File: src/rtl/adding_machine_reader.sv
// rtl/adding_machine_reader.sv - word-memory reader that sums a zero-terminated word list
// Optional build macro: AM_READER_SIGNED_OVF_EN (overflow flags signed two's-complement overflow
// instead of unsigned carry-out).

module adding_machine_reader #(
  parameter logic [29:0] BASE_ADDR = 30'd0,
  parameter int          MAX_WORDS = 256,
  parameter int          COUNT_W   = 9
) (
  input  logic               clock,
  input  logic               reset_n,
  input  logic               start,
  output logic [29:0]        addr,
  input  logic [31:0]        data,
  output logic [31:0]        sum,
  output logic [COUNT_W-1:0] count,
  output logic               overflow,
  output logic               busy,
  output logic               done
);

  typedef enum logic [1:0] {
    S_IDLE = 2'd0,
    S_RUN  = 2'd1,
    S_DONE = 2'd2
  } state_t;

  state_t             state_q, state_d;
  logic [29:0]        addr_q, addr_d;
  logic [31:0]        sum_q, sum_d;
  logic [COUNT_W-1:0] count_q, count_d;
  logic               ovf_q, ovf_d;
  logic               busy_q, busy_d;
  logic               done_q, done_d;

  logic [32:0]        add_full;
  logic [COUNT_W-1:0] count_inc;
  logic               add_ovf;

  // Adder shared by the RUN state; the overflow flavour is chosen at build time.
  always_comb begin
    add_full  = {1'b0, sum_q} + {1'b0, data};
    count_inc = count_q + COUNT_W'(1);
`ifdef AM_READER_SIGNED_OVF_EN
    add_ovf   = (sum_q[31] == data[31]) && (add_full[31] != sum_q[31]);
`else
    add_ovf   = add_full[32];
`endif
  end

  // Next-state and datapath update; busy/done are derived from the next state so they
  // come out of flops alongside the state itself.
  always_comb begin
    state_d = state_q;
    addr_d  = addr_q;
    sum_d   = sum_q;
    count_d = count_q;
    ovf_d   = ovf_q;
    case (state_q)
      S_IDLE, S_DONE: begin
        if (start) begin
          state_d = S_RUN;
          addr_d  = BASE_ADDR;
          sum_d   = 32'd0;
          count_d = '0;
          ovf_d   = 1'b0;
        end
      end
      S_RUN: begin
        if (data == 32'd0) begin
          // Terminator: not counted, pointer stays on it.
          state_d = S_DONE;
        end else begin
          sum_d   = add_full[31:0];
          ovf_d   = ovf_q | add_ovf;
          count_d = count_inc;
          addr_d  = addr_q + 30'd1;
          if (count_inc == COUNT_W'(MAX_WORDS)) begin
            state_d = S_DONE;
          end
        end
      end
      default: begin
        state_d = S_IDLE;
      end
    endcase
    busy_d = (state_d == S_RUN);
    done_d = (state_d == S_DONE);
  end

  // State and datapath registers; reset abandons any run in progress.
  always_ff @(posedge clock or negedge reset_n) begin
    if (!reset_n) begin
      state_q <= S_IDLE;
      addr_q  <= BASE_ADDR;
      sum_q   <= 32'd0;
      count_q <= '0;
      ovf_q   <= 1'b0;
      busy_q  <= 1'b0;
      done_q  <= 1'b0;
    end else begin
      state_q <= state_d;
      addr_q  <= addr_d;
      sum_q   <= sum_d;
      count_q <= count_d;
      ovf_q   <= ovf_d;
      busy_q  <= busy_d;
      done_q  <= done_d;
    end
  end

  assign addr     = addr_q;
  assign sum      = sum_q;
  assign count    = count_q;
  assign overflow = ovf_q;
  assign busy     = busy_q;
  assign done     = done_q;

endmodule

File: config.mk
export PLATFORM = sky130hd
export DESIGN_NAME = adding_machine_reader
export DESIGN_NICKNAME = d
export VERILOG_FILES = /design/src/rtl/adding_machine_reader.sv
export SDC_FILE = /design/constraint.sdc
export NUM_CORES = 1
export LEC_CHECK = 0
export ABC_AREA = 1
export CELL_PAD_IN_SITES_DETAIL_PLACEMENT = 0
export CELL_PAD_IN_SITES_GLOBAL_PLACEMENT = 1
export CORE_MARGIN = 2
export CORE_UTILIZATION = 41
export CTS_BUF_LIST = sky130_fd_sc_hd__clkbuf_4 sky130_fd_sc_hd__clkbuf_8
export CTS_CLUSTER_DIAMETER = 40
export CTS_CLUSTER_SIZE = 24
export DETAILED_ROUTE_END_ITERATION = 8
export PLACE_DENSITY_LB_ADDON = 0.1
export SYNTH_ARGS = -nofsm -noshare
export SYNTH_HDL_FRONTEND = slang
export SYNTH_SLANG_ARGS = --single-unit
File: constraint.sdc
create_clock -name clock -period 2.7 [get_ports clock]
set_input_delay 0.405 -clock clock [delete_from_list [all_inputs] [get_ports clock]]
set_output_delay 0.405 -clock clock [all_outputs]
set_load 0.1 [all_outputs]
==> out/results.txt <==
The final routed wire length divided by cell count works out to 15.0 um. The startpoint of the lowest-slack register-to-register path was sum[2]. The via density per instance came out at 4.90.

In the global route stage, overall resource usage came out at 25.5%. In this run the tool buffered the top-level ports with 108 buffer cells. The routed design could run at a clock period as short as 2.16 ns. Entering global routing, the biggest net connects 53 pins.

Count of routing violations after the opening detailed-route iteration: 415. Count of pins over their slew limit: 0. Derived from the worst setup path, the maximum achievable clock frequency is 0.462 GHz. The proportion of layout cells with a drive suffix above 1 is 9.75%. By area the synthesized netlist is led by sky130_fd_sc_hd__dfrtp_1 (29%), sky130_fd_sc_hd__nand2_1 (22%), sky130_fd_sc_hd__inv_1 (9.4%). Counting the fill cells in the layout gives 1,693. Of all cell types, the one taking the most synthesized area is sky130_fd_sc_hd__dfrtp_1. Of all nets on the critical path, the largest fanout is 7. CTS placed an instance of sky130_fd_sc_hd__clkbuf_8 at the clock tree root. The worst setup slack for register-to-register paths is 0.57 ns, and the number of instances in the synthesized netlist is 1,056. Sequential elements use 29.3% of the synthesized area. Once the floorplan was initialized, standard cells occupied 41.5% of the core. Among all stages on the critical path, the largest delay is contributed by sky130_fd_sc_hd__clkdlybuf4s50_1. In this run the worst setup path begins at data[2]. The run gives 46 as the number of placement rows. The critical path is of the primary input to flop type. The region available for standard cell placement spans 15,700 sq um. After clock tree synthesis, the repair step resized 0 gates. The run gives 7830 sq um as the cell area after layout. Data on the critical path is required at its endpoint by 2.97 ns. In the routed design, unresolved DRC markers number 0. Summing every instance area after synthesis gives 6490 sq um.

VDD sags by at most 1.12 mV. The net count of the finished layout is 1,235. The number of hold-slack violations in the final timing report is 0. The tool flagged a number of max-cap violations equal to 0. After detailed routing, the total wire length is 20.7 mm. Setup repair after global routing left no endpoint under its margin.

The actual slew at the worst max-slew pin is 0.683 ns, and the headroom to the max-slew limit is 54.5%. The synthesized netlist net count was 1,127; the number of setup violations in the final report was 0. The clock sink total came out at 76. The utilization after layout came out at 50.0%. The floorplan step defined a die boundary enclosing 16,900 sq um. Timing analysis after detailed placement gives a worst setup slack of 0.195 ns. Traced cell by cell, the critical path runs through clkdlybuf4s50_1 -> ha_1 -> nor2_1 -> a21oi_1 -> nand3_1 -> nand3_1 -> nand2_1 -> nand2_1 -> nand2_1 -> nand3_1 -> nand2_1. In this run the mean area of a mapped cell was 6.15 sq um. Counting along the longest clock path gives a buffer depth of 2. 0 antenna diodes ended up in the layout. Clock-pin slew was measured on the worst setup and hold paths at 0.09 ns. The tools report the total congestion overflow after global routing as 0. The clock arrives with 0.00930 ns of skew. The end of the worst register-to-register path was sum[27]. The leakage dissipation came out at 0.00421 uW.

Broken down by cell family, the worst path's largest delay share belongs to simple AND/OR/NAND/NOR gates. The cell seen most often among critical-path stages is sky130_fd_sc_hd__nand2_1. Buffers added to address setup during post-CTS repair amount to 0. For the clock network latency to the later pin of the worst-skew pair, the log shows 0.38 ns.

On the worst path, the slowest cell contributes a delay of 0.42 ns. The area overhead of the layout relative to synthesis works out to 20.5%. The logs give 0 for the number of hold-repair buffers added at the cts stage and 1,369 for the total placed cells including tap cells. The worst reg-to-reg path cell count works out to 10. In this run the number of cells on the critical path is 11. In the final timing run, aggregate negative setup slack is 0 ns. Routability-driven placement finished with a final weighted congestion of 0.903. For the multi-input logic area, the log shows 3840 sq um. STA classifies the critical path endpoint as a flop. Before antenna repair, the detailed router went through 5 iterations. The finished layout holds 1,385 standard cells, fillers aside.

The first global-routing pass estimated 33.6 mm of wire. For this run, the number of Yosys warnings is 0. The CTS H-tree depth was 3; the area share of the largest cell type after synthesis was 29.3%. Dividing total power by cell area gives a power density of 1320 nW/um^2. The die width came out at 130 um. Buffering stage count on the worst path with inverters included: 1. STA classifies the critical path startpoint as a primary input.

The number of distinct library cells after synthesis came out at 36. The share of the clock period used by the worst path after layout came out at 80.1%. The flow ran to the end, and the final reports show no timing, DRC or antenna violations. During I/O placement, the number of pins put on the boundary was 109.

The total CTS buffers was 9; the placed wire-length estimate after detailed placement was 15.6 mm. The number of register bits inferred by synthesis works out to 76. The min-delay analysis places its worst path in the category primary input to async pin. Data on the critical path arrives at its endpoint at 2.43 ns. The routed layout has 6,792 vias. The overall die height works out to 130 um. The number of global-route vias before repair was 6,405.

The final worst-path setup slack came out at 0.538 ns. Once placement finished, the instance area stood at 7620 sq um. TritonCTS built the clock tree.

The number of antenna violations at the first check in global routing was 0. The count of nets left with antenna violations once routing finished came out at 0. Across the whole layout, storage elements account for 1900 sq um. Following the worst setup path forward leads to its endpoint at sum[27].
## through the flow
step | total power [uW] | hold slack (ns)
finish | 10300 | 0.0327
detailed placement | 9340 | 0.468
global route | 11100 | 0.0652
global placement | 9320 | 0.461
floorplan | 7590 | 0.109
CTS | 10400 | 0.0377
## routing by layer
metal  vias up  track usage [%]  routed length (um)
met4         0             6.07                 182
met1      3103             37.8               10600
met3        11             2.46                 794
met5         -                0                   0
met2       152             40.0                9150
li1       3526                -                   -
## registers in the layout, indices dropped and copies added (netlist names)
signal,flops
addr,30
busy,1
count,9
done,1
overflow,1
state_q,2
sum,32
## synth_stat cells
master	count
sky130_fd_sc_hd__nor2_8	1
sky130_fd_sc_hd__xor2_1	15
sky130_fd_sc_hd__inv_2	3
sky130_fd_sc_hd__buf_6	3
sky130_fd_sc_hd__o211ai_1	1
sky130_fd_sc_hd__a21oi_1	27
sky130_fd_sc_hd__buf_4	4
sky130_fd_sc_hd__nor2_4	1
sky130_fd_sc_hd__o22ai_1	2
sky130_fd_sc_hd__nand3_2	1
sky130_fd_sc_hd__o21ai_1	19
sky130_fd_sc_hd__nor2_1	112
sky130_fd_sc_hd__nand2_4	1
sky130_fd_sc_hd__o21ai_0	12
sky130_fd_sc_hd__nor2_2	2
sky130_fd_sc_hd__and2_1	2
sky130_fd_sc_hd__nor3_2	2
sky130_fd_sc_hd__nor3b_1	1
sky130_fd_sc_hd__nand2_1	382
sky130_fd_sc_hd__buf_2	7
sky130_fd_sc_hd__nand3b_1	8
sky130_fd_sc_hd__a21o_1	2
sky130_fd_sc_hd__dfrtp_1	76
sky130_fd_sc_hd__nor4_1	1
sky130_fd_sc_hd__buf_1	3
sky130_fd_sc_hd__xnor2_1	12
sky130_fd_sc_hd__clkbuf_1	4
sky130_fd_sc_hd__nand3_1	112
sky130_fd_sc_hd__ha_1	35
sky130_fd_sc_hd__inv_4	1
sky130_fd_sc_hd__nand4_1	18
sky130_fd_sc_hd__inv_1	162
sky130_fd_sc_hd__nand2_2	1
sky130_fd_sc_hd__fa_1	1
sky130_fd_sc_hd__o21bai_1	3
sky130_fd_sc_hd__nor3_1	19
## cell usage in the layout (no fill, tap or decap), types with 2 or more instances in the layout
cell type                         count
sky130_fd_sc_hd__clkinv_4             2
sky130_fd_sc_hd__and2_1               2
sky130_fd_sc_hd__inv_1              162
sky130_fd_sc_hd__nor2_2               2
sky130_fd_sc_hd__ha_1                35
sky130_fd_sc_hd__nor3_2               2
sky130_fd_sc_hd__xnor2_1             12
sky130_fd_sc_hd__clkdlybuf4s50_1     33
sky130_fd_sc_hd__clkbuf_8             9
sky130_fd_sc_hd__buf_4               84
sky130_fd_sc_hd__nand2_1            382
sky130_fd_sc_hd__o21bai_1             3
sky130_fd_sc_hd__nand3b_1             8
sky130_fd_sc_hd__nor2_1             112
sky130_fd_sc_hd__inv_2                3
sky130_fd_sc_hd__a21oi_1             27
sky130_fd_sc_hd__xor2_1              15
sky130_fd_sc_hd__nor3_1              19
sky130_fd_sc_hd__a21o_1               2
sky130_fd_sc_hd__nand4_1             18
sky130_fd_sc_hd__inv_6                3
sky130_fd_sc_hd__dfrtp_1             76
sky130_fd_sc_hd__nand3_1            112
sky130_fd_sc_hd__o22ai_1              2
sky130_fd_sc_hd__o21ai_0             12
sky130_fd_sc_hd__o21ai_1             19
## power by group
part / total [uW] / switching [uW] / internal, uW
clock network: 978 / 537 / 441
registers: 1950 / 417 / 1530
logic: 7370 / 5470 / 1900
## how the worst min path moves through the flow
| stage | endpoint | cells past startpoint | slack, ns | startpoint |
|---|---|---|---|---|
| floorplan | addr[0] | 0 | 0.11 | reset_n |
| global placement | count[7] | 1 | 0.46 | reset_n |
| detailed placement | count[7] | 1 | 0.47 | reset_n |
| CTS | count[7] | 1 | 0.04 | reset_n |
| global route | count[7] | 1 | 0.07 | reset_n |
| finish | count[7] | 1 | 0.03 | reset_n |
## cell type report
class,count,share of cell area (%)
Clock buffer,9,1.58
Inverter,166,7.99
Sequential cell,76,24.3
Clock inverter,7,1.04
Multi-Input combinational cell,793,49.1
Timing Repair Buffer,118,12.5
Tap cell,216,3.45
## logic make-up after synthesis
logic type | count (synthesis) | share of synthesized area [%]
AND/OR/NAND/NOR | 664 | 43.1
buffers and inverters | 187 | 11.6
flip-flops | 76 | 29.3
AO/OA/AOI/OAI | 66 | 5.36
adder cells (fa/ha/maj) | 36 | 7.05
XOR/XNOR | 27 | 3.64
No activity file was read; power rests on OpenSTA's default activity.
